### config.mk
export PLATFORM = sky130hd
export DESIGN_NAME = mrv1_ifetch_align
export DESIGN_NICKNAME = d
export VERILOG_FILES = /design/src/rtl/mrv1_pkg.sv /design/src/rtl/mrv1_fetch_fifo.sv /design/src/rtl/mrv1_ifetch_align.sv
export SDC_FILE = /design/constraint.sdc
export NUM_CORES = 1
export LEC_CHECK = 0
export ABC_AREA = 1
export ABC_CLOCK_PERIOD_IN_PS = 5500
export CAP_MARGIN = 20
export CORE_ASPECT_RATIO = 1.4
export CORE_MARGIN = 5
export CORE_UTILIZATION = 58
export CTS_CLUSTER_SIZE = 30
export DETAILED_ROUTE_END_ITERATION = 10
export GPL_ROUTABILITY_DRIVEN = 0
export PLACE_DENSITY = 0.89
export REMOVE_ABC_BUFFERS = 1
export SYNTH_ARGS = -nofsm -noshare
export SYNTH_HDL_FRONTEND = slang
export SYNTH_HIERARCHICAL = 1
export SYNTH_SLANG_ARGS = --single-unit
### constraint.sdc
create_clock -name clk_i -period 5.5 [get_ports clk_i]
set_input_delay 1.1 -clock clk_i [delete_from_list [all_inputs] [get_ports clk_i]]
set_output_delay 1.1 -clock clk_i [all_outputs]
set_load 0.005 [all_outputs]
### src/rtl/mrv1_pkg.sv
// rtl/mrv1_pkg.sv - shared types and helpers for the mrv1 fetch path
//
// Purpose: fetch queue entry layout, RV32 opcode marker and the
// instruction-length helper used by the fetch aligner.
// Ports: none (package).

package mrv1_pkg;

  localparam int MRV_TWID_WIDTH_C = 2;

  // Low two bits of a halfword equal to this mark a 32-bit instruction.
  localparam logic [1:0] MRV_INSN_RV32_OPC_C = 2'b11;

  typedef struct packed {
    logic [31:0]                 data;
    logic [31:0]                 pc;      // word aligned, [1:0] = 0
    logic [MRV_TWID_WIDTH_C-1:0] twid;
    logic                        skip_lo; // lower halfword is not part of the stream
  } mrv_fetch_entry_t;

  function automatic logic is_rv32(input logic [15:0] hw);
    return hw[1:0] == MRV_INSN_RV32_OPC_C;
  endfunction

endpackage

### src/rtl/mrv1_fetch_fifo.sv
// rtl/mrv1_fetch_fifo.sv - circular FIFO of fetch queue entries
//
// Purpose: DEPTH_P-entry queue of mrv_fetch_entry_t with synchronous flush.
// Ports:
//   clk_i, rst_ni   clock, asynchronous active-low reset
//   flush_i         empties the queue at the next edge; a same-cycle push is dropped
//   push_i          write push_data_i (ignored when full)
//   push_data_i     entry to write
//   pop_i           retire the head entry (ignored when empty)
//   head_o          current head entry
//   full_o, empty_o occupancy flags

module mrv1_fetch_fifo
  import mrv1_pkg::*;
#(
  parameter int DEPTH_P = 4
) (
  input  logic             clk_i,
  input  logic             rst_ni,
  input  logic             flush_i,
  input  logic             push_i,
  input  mrv_fetch_entry_t push_data_i,
  input  logic             pop_i,
  output mrv_fetch_entry_t head_o,
  output logic             full_o,
  output logic             empty_o
);

  localparam int PTR_W = $clog2(DEPTH_P);

  // One extra pointer bit distinguishes full from empty.
  logic [PTR_W:0]   wr_ptr_q, wr_ptr_d;
  logic [PTR_W:0]   rd_ptr_q, rd_ptr_d;
  mrv_fetch_entry_t mem_q [DEPTH_P];
  logic             do_push;
  logic             do_pop;

  assign empty_o = (wr_ptr_q == rd_ptr_q);
  assign full_o  = (wr_ptr_q[PTR_W] != rd_ptr_q[PTR_W]) &&
                   (wr_ptr_q[PTR_W-1:0] == rd_ptr_q[PTR_W-1:0]);
  assign do_push = push_i && !full_o && !flush_i;
  assign do_pop  = pop_i && !empty_o && !flush_i;
  assign head_o  = mem_q[rd_ptr_q[PTR_W-1:0]];

  always_comb begin
    wr_ptr_d = wr_ptr_q;
    rd_ptr_d = rd_ptr_q;
    if (flush_i) begin
      wr_ptr_d = '0;
      rd_ptr_d = '0;
    end else begin
      if (do_push) wr_ptr_d = wr_ptr_q + 1'b1;
      if (do_pop)  rd_ptr_d = rd_ptr_q + 1'b1;
    end
  end

  always_ff @(posedge clk_i or negedge rst_ni) begin
    if (!rst_ni) begin
      wr_ptr_q <= '0;
      rd_ptr_q <= '0;
    end else begin
      wr_ptr_q <= wr_ptr_d;
      rd_ptr_q <= rd_ptr_d;
    end
  end

  // Storage needs no reset: an entry is only read after it was written.
  always_ff @(posedge clk_i) begin
    if (do_push) mem_q[wr_ptr_q[PTR_W-1:0]] <= push_data_i;
  end

endmodule

### src/rtl/mrv1_ifetch_align.sv
// rtl/mrv1_ifetch_align.sv - fetch word queue and RV32/RVC instruction aligner
//
// Purpose: buffers 32-bit fetch words and emits one raw RV32 or RVC
// instruction per cycle, including 32-bit instructions straddling words.
// Ports:
//   clk_i, rst_ni                 clock, asynchronous active-low reset
//   flush_i                       redirect, drops all buffered state
//   fetch_vld_i/fetch_rdy_o       fetch word handshake
//   fetch_data_i/pc_i/twid_i      fetch word, PC of first useful halfword, thread
//   insn_vld_o/insn_rdy_i         instruction handshake to decode
//   insn_o/insn_pc_o/insn_twid_o  instruction (RVC zero-extended), PC, thread

module mrv1_ifetch_align
  import mrv1_pkg::*;
#(
  parameter int DATA_WIDTH_P = 32,
  parameter int DEPTH_P      = 4,
  parameter int TWID_WIDTH_P = MRV_TWID_WIDTH_C
) (
  input  logic                    clk_i,
  input  logic                    rst_ni,
  input  logic                    flush_i,
  input  logic                    fetch_vld_i,
  output logic                    fetch_rdy_o,
  input  logic [DATA_WIDTH_P-1:0] fetch_data_i,
  input  logic [31:0]             fetch_pc_i,
  input  logic [TWID_WIDTH_P-1:0] fetch_twid_i,
  output logic                    insn_vld_o,
  input  logic                    insn_rdy_i,
  output logic [DATA_WIDTH_P-1:0] insn_o,
  output logic [31:0]             insn_pc_o,
  output logic [TWID_WIDTH_P-1:0] insn_twid_o
);

  mrv_fetch_entry_t push_entry;
  mrv_fetch_entry_t head;
  logic             full;
  logic             empty;
  logic             pop;
  logic             unused_pc_bit0;

  // Aligner state: halfword offset into the head word, plus the low half
  // of a straddling 32-bit instruction waiting for its upper half.
  logic                    off_q, off_d;
  logic                    hold_vld_q, hold_vld_d;
  logic [15:0]             hold_data_q, hold_data_d;
  logic [31:0]             hold_pc_q, hold_pc_d;
  logic [TWID_WIDTH_P-1:0] hold_twid_q, hold_twid_d;

  logic                    eoff;
  logic [15:0]             head_lo;
  logic [15:0]             head_hi;
  logic [31:0]             head_pc_hi;

  assign fetch_rdy_o    = !full && !flush_i;
  assign unused_pc_bit0 = fetch_pc_i[0];

  always_comb begin
    push_entry         = '0;
    push_entry.data    = fetch_data_i;
    push_entry.pc      = {fetch_pc_i[31:2], 2'b00};
    push_entry.twid    = fetch_twid_i;
    push_entry.skip_lo = fetch_pc_i[1];
  end

  mrv1_fetch_fifo #(
    .DEPTH_P(DEPTH_P)
  ) u_fifo (
    .clk_i      (clk_i),
    .rst_ni     (rst_ni),
    .flush_i    (flush_i),
    .push_i     (fetch_vld_i && fetch_rdy_o),
    .push_data_i(push_entry),
    .pop_i      (pop),
    .head_o     (head),
    .full_o     (full),
    .empty_o    (empty)
  );

  assign eoff       = off_q | head.skip_lo;
  assign head_lo    = head.data[15:0];
  assign head_hi    = head.data[31:16];
  assign head_pc_hi = head.pc + 32'd2;

  always_comb begin
    off_d       = off_q;
    hold_vld_d  = hold_vld_q;
    hold_data_d = hold_data_q;
    hold_pc_d   = hold_pc_q;
    hold_twid_d = hold_twid_q;
    pop         = 1'b0;
    insn_vld_o  = 1'b0;
    insn_o      = '0;
    insn_pc_o   = '0;
    insn_twid_o = '0;

    if (flush_i) begin
      off_d      = 1'b0;
      hold_vld_d = 1'b0;
    end else if (!empty) begin
      if (hold_vld_q) begin
        // Complete the straddler; the upper half of head stays queued.
        insn_vld_o  = 1'b1;
        insn_o      = {head_lo, hold_data_q};
        insn_pc_o   = hold_pc_q;
        insn_twid_o = hold_twid_q;
        if (insn_rdy_i) begin
          hold_vld_d = 1'b0;
          off_d      = 1'b1;
        end
      end else if (!eoff) begin
        insn_vld_o  = 1'b1;
        insn_pc_o   = head.pc;
        insn_twid_o = head.twid;
        if (is_rv32(head_lo)) begin
          insn_o = head.data;
          if (insn_rdy_i) begin
            pop   = 1'b1;
            off_d = 1'b0;
          end
        end else begin
          insn_o = {16'h0000, head_lo};
          if (insn_rdy_i) off_d = 1'b1;
        end
      end else if (is_rv32(head_hi)) begin
        // Straddle: park the low half and retire the word; this bubble
        // happens regardless of decode backpressure.
        hold_vld_d  = 1'b1;
        hold_data_d = head_hi;
        hold_pc_d   = head_pc_hi;
        hold_twid_d = head.twid;
        pop         = 1'b1;
        off_d       = 1'b0;
      end else begin
        insn_vld_o  = 1'b1;
        insn_o      = {16'h0000, head_hi};
        insn_pc_o   = head_pc_hi;
        insn_twid_o = head.twid;
        if (insn_rdy_i) begin
          pop   = 1'b1;
          off_d = 1'b0;
        end
      end
    end
  end

  always_ff @(posedge clk_i or negedge rst_ni) begin
    if (!rst_ni) begin
      off_q       <= 1'b0;
      hold_vld_q  <= 1'b0;
      hold_data_q <= '0;
      hold_pc_q   <= '0;
      hold_twid_q <= '0;
    end else begin
      off_q       <= off_d;
      hold_vld_q  <= hold_vld_d;
      hold_data_q <= hold_data_d;
      hold_pc_q   <= hold_pc_d;
      hold_twid_q <= hold_twid_d;
    end
  end

endmodule

==> results.py, run 1 <==
metrics = {
    "run_status": {
        "outcome": "completed",
    },
    "timing": {
        "fmax_ghz": 0.190,
        "slew_viol_final": 0,
        "fin_skew_ps": 17.9,
        "slew_headroom_pct": 42.1,
        "period_share_pct": 95.7,
        "post-route-min-period_ps": 5270,
        "hold_ws_ps": 473,
        "fin_tns_setup_ps": 0,
        "hold_viol": 0,
        "tightest_slew_ps": 867,
        "rsz0062_at_grt": "false",
        "setup_violations": 0,
    },
    "worst_setup_path": {
        "reg2reg_to": "u_fifo/mem_q[0][38]",
        "r2r_setup_slack_ps": 1590,
        "endpoint": "insn_pc_o[3]",
        "cp.arrival_ps": 4170,
        "crit_start": "u_fifo/rd_ptr_q[1]",
        "cp-start-kind": "register",
        "ff2ff_path_depth": 8,
        "worstPathMaxFanout": 70,
        "crit_type": "register to output pin",
        "endpoint_kind": "output pin",
        "r2r_start": "u_fifo/rd_ptr_q[1]",
        "required_ps": 4400,
    },
    "routing": {
        "vias": 11400,
        "drtIter0Drc": 1371,
        "drc": 0,
        "wirelength_mm": 37.4,
        "avgViaCountPerCell": 6.14,
        "dr.pass1.iters": 7,
        "final_antenna_net_count": 0,
        "wl_per_cell_um": 20.1,
    },
    "pwr": {
        "leakagePower_nw": 6.23,
        "powerDensity_nw_per_um2": 299,
        "peakVddDrop_mv": 0.253,
        "power.total_mw": 5.14,
    },
    "floorplan": {
        "io_pins": 139,
        "dieArea_um2": 28600,
        "rows": 69,
        "initial_core_util_pct": 58.2,
        "chipHeight_um": 198,
        "core_area_um2": 25200,
        "die_w_um": 144,
    },
    "synth": {
        "seq_area_frac_synth_pct": 64.7,
        "synth_top_area_cell": "edfxtp_1",
        "syn-instance-count": 1396,
        "syn_avg_cell_area_um2": 10.5,
        "netlist.area_leader.share_pct": 54.9,
        "yosys_warnings": 6,
        "synth_seq_cells": 326,
        "synth_cell_types": 40,
        "syn_area_um2": 14700,
        "synth_area_leaders": "edfxtp_1, dfrtp_1, o21ai_0, nand2_1, nor2_1",
    },
    "placed_design": {
        "port_buffers": 137,
        "hpwl_mm": 22.4,
        "placed_area_um2": 16300,
    },
    "cts": {
        "path_clk_slew_ps": 60,
        "cts_max_path_buffers": 3,
        "clock-sinks": 326,
        "clock_latency_ps": 560,
        "clock-root-buffer": "clkbuf_16",
        "numCtsBuffers": 29,
        "cts_tree": "yes",
        "cts_setup_buffers": 0,
        "htreeDepth": 1,
    },
    "finish": {
        "final_common_cell": "edfxtp_1",
        "drive_gt1_share_pct": 8.01,
        "final_cell_mix": "edfxtp_1, nand2_1, nor2_1",
        "final_nets": 1589,
        "synthToLayoutAreaGrowth_pct": 17.3,
        "fin_area_um2": 17200,
    },
    "run": {
        "cap_violations": 0,
    },
    "grt": {
        "grt_max_degree": 138,
        "grt_usage_pct": 25.8,
        "antenna_found_initial": 5,
        "grt_remaining_overflow": 0,
        "grt_pass1_wl_mm": 57.5,
        "first_global_vias": 11000,
    },
    "worst_hold_path": {
        "hp-class": "register to register",
    },
}
## report_power, final
part	internal, mW	total, mW	switching (mW)	leakage [nW]
Combinational	0.168	0.427	0.259	2.63
Sequential	2.80	2.85	0.0563	3.17
Clock	1.01	1.86	0.851	0.429
Total	3.97	5.14	1.17	6.23
## worst max-delay path: stages (launching register included)
cell,delay [ps]
dfrtp_2,360
buf_4,640
o21ai_0,210
o22ai_1,360
nor2_4,70
inv_1,100
nand2_1,180
inv_2,450
nand2_1,100
a221oi_1,520
clkdlybuf4s50_1,620
## logic make-up after synthesis
kind of cell / synth area share, %
AO/OA/AOI/OAI: 14.1
XOR/XNOR: 0.657
adder cells (fa/ha/maj): 0.512
buffers and inverters: 4.36
flip-flops: 64.7
other: 0.0256
AND/OR/NAND/NOR: 15.6
## cell usage after synthesis, drive strengths merged
master	number
edfxtp	268
nand2	225
o21ai	201
nor2	195
a21oi	93
nand3	82
o22ai	68
inv	61
dfrtp	58
buf	42
clkbuf	40
o31ai	13
nand4	10
or2	10
ha	6
xor2	6
xnor2	5
a31oi	3
o21bai	3
a211oi	1
a221oi	1
a22oi	1
clkinv	1
conb	1
nand3b	1
nor3b	1
## sequential cells by signal, summed over array words and instances (netlist names)
signal and flops:
u_fifo/wr_ptr_q 3, hold_pc_q 32, hold_vld_q 1, off_q 1, u_fifo/rd_ptr_q 3, hold_twid_q 2
hold_data_q 16, u_fifo/mem_q 268
## area by class of cell
cell class                 instances  area [um^2]
timing repair buffer             160         1590
inverter                          62          238
clock inverter                    15         77.6
clock buffer                      39          793
antenna                            5         12.5
fill                            1791         8000
tap                              319          399
sequential                       326         9510
multi-input combinational        933         4600
## through the flow
stage | instances | setup WS [ps] | util, %
6_report | 1859 | 234 | 68.3
5_1_grt | 1858 | 21.4 | 68.3
4_1_cts | 1854 | 201 | 68.2
3_5_place_dp | 1800 | 797 | 64.8
3_3_place_gp | 1800 | 860 | 64.8
2_1_floorplan | 1321 | -2020 | -
## worst min path at each step
| stage | start | endpoint | slack [ps] | depth (start not counted) |
|---|---|---|---|---|
| 5_1_grt | hold_data_q[0] | hold_data_q[0] | 490 | 1 |
| 6_report | hold_data_q[0] | hold_data_q[0] | 470 | 1 |
| 3_5_place_dp | hold_data_q[1] | hold_data_q[1] | 450 | 1 |
| 2_1_floorplan | hold_data_q[0] | hold_data_q[0] | 430 | 1 |
| 3_3_place_gp | hold_data_q[1] | hold_data_q[1] | 450 | 1 |
| 4_1_cts | hold_data_q[0] | hold_data_q[0] | 470 | 1 |
## timing repair
| item | in CTS | in global routing |
|---|---|---|
| gates resized for setup | 0 | 1 |
| hold buffers | 0 | 0 |
| setup endpoints to repair | 0 | 26 |
## metal layers
| layer | wire length, um | GRT usage, % | part of all wire, % |
|---|---|---|---|
| met3 | 3270 | 3.94 | 8.7 |
| met1 | 13200 | 31.6 | 35 |
| met4 | 1790 | 13.7 | 4.8 |
| met2 | 19100 | 43.9 | 51 |
| met5 | 13 | 0 | 0.035 |
No activity file was read; power rests on OpenSTA's default activity.
==> run 2, diff against run 1 <==
--- a/config.mk
+++ b/config.mk
@@ -11,6 +11,7 @@
 export CORE_ASPECT_RATIO = 1.4
 export CORE_MARGIN = 5
 export CORE_UTILIZATION = 58
+export CTS_CLUSTER_DIAMETER = 80
 export CTS_CLUSTER_SIZE = 30
 export DETAILED_ROUTE_END_ITERATION = 10
 export GPL_ROUTABILITY_DRIVEN = 0
==> results.py, run 2 (synthesis gave the netlist of run 1 again) <==
metrics = {
    "worst_setup_path": {
        "cp_common_cell": "nand2_1",
        "required_ps": 4400,
        "crit_family": "buffers and inverters",
        "cp-start-kind": "register",
        "crit_type": "register to output pin",
        "worstPathMaxFanout": 30,
        "crit_chain": "inv_2 -> buf_4 -> o21ai_1 -> o22ai_1 -> ha_1 -> nand2_2 -> nor2_8 -> nand2_4 -> inv_1 -> nand2_1 -> nand2_1 -> nand3_1 -> a21oi_1 -> clkdlybuf4s50_1",
        "cp.arrival_ps": 4120,
        "critPathSlowestCell": "clkdlybuf4s50_1",
        "cp_slowest_stage_delay_ps": 560,
        "endpoint_kind": "output pin",
        "critPathBufInv": 4,
    },
    "floorplan": {
        "core_area_um2": 25200,
        "die_w_um": 144,
        "dieArea_um2": 28600,
        "chipHeight_um": 198,
        "initial_core_util_pct": 58.2,
        "io_pins": 139,
        "rows": 69,
    },
    "cts": {
        "htreeDepth": 1,
        "path_clk_slew_ps": 110,
        "clock-root-buffer": "clkbuf_16",
        "holdBufCountCts": 0,
        "clock_latency_ps": 520,
        "clock-sinks": 326,
        "numCtsBuffers": 14,
        "cts_setup_buffers": 0,
        "cts_tree": "yes",
        "cts_max_path_buffers": 3,
    },
    "routing": {
        "avgViaCountPerCell": 6.10,
        "drc": 0,
        "wl_per_cell_um": 20.0,
        "final_antenna_net_count": 0,
        "drtIter0Drc": 1548,
        "top_layer": "met5",
        "met1_length_mm": 13.0,
        "vias": 11200,
        "routed-wl-met3_mm": 3.35,
        "wirelength_mm": 36.6,
        "dr.pass1.iters": 5,
        "wl_met2_mm": 18.7,
    },
    "worst_hold_path": {
        "hp-class": "register to register",
    },
    "timing": {
        "fin_tns_setup_ps": 0,
        "setup_violations": 0,
        "hold_viol": 0,
        "period_share_pct": 94.9,
        "setup_ws_ps": 281,
        "slew_viol_final": 0,
        "slew_headroom_pct": 44.8,
        "fin_skew_ps": 24.1,
        "fmax_ghz": 0.192,
        "post-route-min-period_ps": 5220,
        "tightest_slew_ps": 827,
        "rsz0062_at_grt": "false",
    },
    "finish": {
        "fin_util_pct": 66.5,
        "final_common_cell": "edfxtp_1",
        "synthToLayoutAreaGrowth_pct": 14.2,
        "drive_gt1_share_pct": 6.51,
        "final_nets": 1574,
        "fin_area_um2": 16800,
        "final_cell_mix": "edfxtp_1, nand2_1, nor2_1",
        "largest_register_ffs": 268,
        "fill_cells": 1856,
    },
    "placed_design": {
        "port_buffers": 137,
        "placed_area_um2": 16300,
        "pre_cts_ws_ps": 797,
        "hpwl_mm": 22.4,
    },
    "grt": {
        "grt_remaining_overflow": 0,
        "grt_usage_pct": 25.2,
        "first_global_vias": 10800,
        "grt_pass1_wl_mm": 56.4,
        "antenna_found_initial": 5,
        "grt_max_degree": 138,
    },
    "pwr": {
        "power.total_mw": 4.49,
        "leakagePower_nw": 6.00,
        "peakVddDrop_mv": 0.353,
        "powerDensity_nw_per_um2": 268,
    },
    "run": {
        "cap_violations": 0,
    },
    "run_status": {
        "outcome": "completed",
    },
}
## run 2: report_power, final
group          switching, mW  internal (mW)  leakage (nW)
logic                  0.257          0.168          2.63
registers             0.0556           2.79          3.17
clock network          0.698          0.517         0.198
## run 2: worst reg2reg max path, delay by kind of cell (launching register included)
| family | cells | cell delay, ps |
|---|---|---|
| AO/OA/AOI/OAI | 3 | 700 |
| buffers and inverters | 3 | 1750 |
| flip-flops | 1 | 530 |
| AND/OR/NAND/NOR | 3 | 820 |
## run 2: metrics by stage
stage / cells / hold slack, ps
CTS: 1824 / 477
floorplan: 1321 / 434
global placement: 1800 / 448
global route: 1828 / 498
detailed placement: 1800 / 451
finish: 1829 / 480
## run 2: metal layers
layer / vias up / GRT usage (%)
li1: 5124 / -
met1: 5330 / 31.4
met2: 592 / 43.3
met3: 108 / 3.84
met4: 2 / 11.5
met5: - / 0
## run 2: layout make-up
class                   count  area, um^2  share of cell area [%]
clock buffers              23         405                    2.42
well taps                 319         399                    2.38
clock inverters             1        5.00                  0.0299
flip-flops and latches    326        9510                    56.7
multi-input cells         933        4600                    27.5
inverters                  62         238                    1.42
repair buffers            160        1590                    9.48
diodes                      5        12.5                  0.0747
## run 2: final timing paths
path | startpoint | endpoint | slack [ps] | depth (start not counted)
min in group asynchronous | rst_ni | hold_twid_q[1] | 660 | 1
min | hold_data_q[1] | hold_data_q[1] | 480 | 1
min reg2reg | hold_data_q[1] | hold_data_q[1] | 480 | 1
max in group asynchronous | rst_ni | hold_pc_q[10] | 3880 | 2
max reg2reg | u_fifo/rd_ptr_q[0] | hold_pc_q[3] | 1530 | 9
max | u_fifo/rd_ptr_q[1] | insn_pc_o[25] | 280 | 14
## run 2: timing repair
item / in CTS / in global routing
resized for setup: 0 / 1
setup endpoints to repair: 0 / 15
endpoints found under the hold margin: 0 / 0
==> run 3, diff against run 2 <==
--- a/config.mk
+++ b/config.mk
@@ -12,7 +12,7 @@
 export CORE_MARGIN = 5
 export CORE_UTILIZATION = 58
 export CTS_CLUSTER_DIAMETER = 80
-export CTS_CLUSTER_SIZE = 30
+export CTS_CLUSTER_SIZE = 28
 export DETAILED_ROUTE_END_ITERATION = 10
 export GPL_ROUTABILITY_DRIVEN = 0
 export PLACE_DENSITY = 0.89
==> results.py, run 3 (synthesis gave the netlist of run 1 again) <==
metrics = {
    "placed_design": {
        "pre_cts_ws_ps": 797,
        "hpwl_mm": 22.4,
        "port_buffers": 137,
    },
    "worst_setup_path": {
        "cp.arrival_ps": 4080,
        "crit_start": "u_fifo/rd_ptr_q[1]",
        "r2r_setup_slack_ps": 1620,
        "crit_chain": "buf_4 -> o21ai_0 -> o22ai_1 -> nor2_4 -> inv_1 -> nand2_1 -> inv_2 -> nand2_1 -> a221oi_1 -> clkdlybuf4s50_1",
        "critPathBufInv": 4,
        "required_ps": 4400,
        "crit_type": "register to output pin",
        "cp-start-kind": "register",
        "cp_common_cell": "nand2_1",
        "worstPathMaxFanout": 70,
        "cp_slowest_stage_delay_ps": 640,
        "critPathSlowestCell": "buf_4",
        "r2r_start": "u_fifo/rd_ptr_q[1]",
        "endpoint_kind": "output pin",
        "crit_family": "buffers and inverters",
    },
    "timing": {
        "tightest_slew_ps": 830,
        "setup_ws_ps": 320,
        "hold_viol": 0,
        "slew_headroom_pct": 44.5,
        "setup_violations": 0,
        "post-route-min-period_ps": 5180,
        "fmax_ghz": 0.193,
        "fin_skew_ps": 21.4,
        "rsz0062_at_grt": "false",
        "slew_viol_final": 0,
        "period_share_pct": 94.2,
    },
    "finish": {
        "synthToLayoutAreaGrowth_pct": 14.3,
        "drive_gt1_share_pct": 6.57,
        "final_cell_mix": "edfxtp_1, nand2_1, nor2_1",
        "final_common_cell": "edfxtp_1",
        "final_nets": 1575,
        "largest_register_ffs": 268,
        "fin_util_pct": 66.5,
    },
    "grt": {
        "grt_remaining_overflow": 0,
        "grt_pass1_wl_mm": 55.7,
        "grt_usage_pct": 24.8,
        "grt_max_degree": 138,
        "antenna_found_initial": 5,
        "first_global_vias": 10700,
    },
    "run_status": {
        "outcome": "completed",
    },
    "routing": {
        "wl_per_cell_um": 19.8,
        "avgViaCountPerCell": 6.07,
        "routed-wl-met3_mm": 3.10,
        "drtIter0Drc": 1294,
        "met1_length_mm": 13.1,
        "top_layer": "met5",
        "vias": 11100,
        "final_antenna_net_count": 0,
        "dr.pass1.iters": 6,
        "drc": 0,
        "wirelength_mm": 36.2,
        "wl_met2_mm": 18.5,
    },
    "cts": {
        "htreeDepth": 1,
        "numCtsBuffers": 15,
        "clock-sinks": 326,
        "clock_latency_ps": 500,
        "path_clk_slew_ps": 100,
        "cts_max_path_buffers": 3,
        "holdBufCountCts": 0,
        "clock-root-buffer": "clkbuf_16",
        "cts_tree": "yes",
    },
    "worst_hold_path": {
        "hp-start": "hold_data_q[1]",
        "hp-class": "register to register",
    },
    "floorplan": {
        "dieArea_um2": 28600,
        "initial_core_util_pct": 58.2,
        "rows": 69,
        "io_pins": 139,
        "core_area_um2": 25200,
        "die_w_um": 144,
        "chipHeight_um": 198,
    },
    "run": {
        "cap_violations": 0,
    },
    "pwr": {
        "peakVddDrop_mv": 0.335,
        "powerDensity_nw_per_um2": 269,
        "leakagePower_nw": 6.01,
    },
}
==> run 3: changes by cell type in the layout (fill, tap and decap cells not counted) <==
| cell | previous run | this run |
|---|---|---|
| clkbuf_8 | 0 | 1 |
| clkinv_2 | 1 | 0 |
| inv_6 | 1 | 2 |
==> run 3: layout make-up <==
class | instances | area, um^2
clock inverter | 1 | 8.76
antenna | 5 | 12.5
timing repair buffer | 160 | 1590
sequential | 326 | 9510
fill | 1852 | 8440
clock buffer | 24 | 419
multi-input combinational | 933 | 4600
tap | 319 | 399
inverter | 62 | 238
==> run 3: power by group <==
group,internal [mW],leakage [nW],switching [mW]
clock network,0.535,0.206,0.711
logic,0.168,2.63,0.254
registers,2.79,3.17,0.0539
==> run 3: worst reg2reg max path: stages (launching register included) <==
cell and delay [ps]:
dfrtp_2 370, buf_4 640, xnor2_1 250, nand3_2 180, inv_1 90, nor3b_1 570
nand3_2 320, nor2_4 720, buf_12 360
==> run 3: stage by stage <==
| step | power (mW) | setup TNS [ps] | area [um^2] | std cells | hold WS [ps] |
|---|---|---|---|---|---|
| floorplan | 3.11 | -631810 | 14300 | 1321 | 434 |
| global placement | 3.29 | 0 | 16300 | 1800 | 448 |
| detailed placement | 3.32 | 0 | 16300 | 1800 | 451 |
| CTS | 4.52 | 0 | 16800 | 1825 | 475 |
| global route | 4.68 | 0 | 16800 | 1829 | 498 |
| finish | 4.51 | 0 | 16800 | 1830 | 479 |
==> run 3: repair_timing <==
action / CTS / global route
endpoints found under the hold margin: 0 / 0
resized for setup: 0 / 1
setup endpoints to repair: 0 / 15
buffers inserted: 0 / 0
==> run 3: final timing paths <==
kind / endpoint / cells after the start
worst min register to register: hold_data_q[1] / 1
worst max-delay path: insn_pc_o[3] / 10
worst max register to register: u_fifo/mem_q[0][26] / 8
worst min-delay path: hold_data_q[1] / 1
min in group asynchronous: hold_twid_q[1] / 1
max in group asynchronous: hold_pc_q[10] / 2
==> run 3: per-layer routing <==
metal  track usage, %  up-vias
li1                 -     5135
met1             31.1     5306
met2             42.4      570
met3             3.62      104
met4             11.7        2
met5                0        -
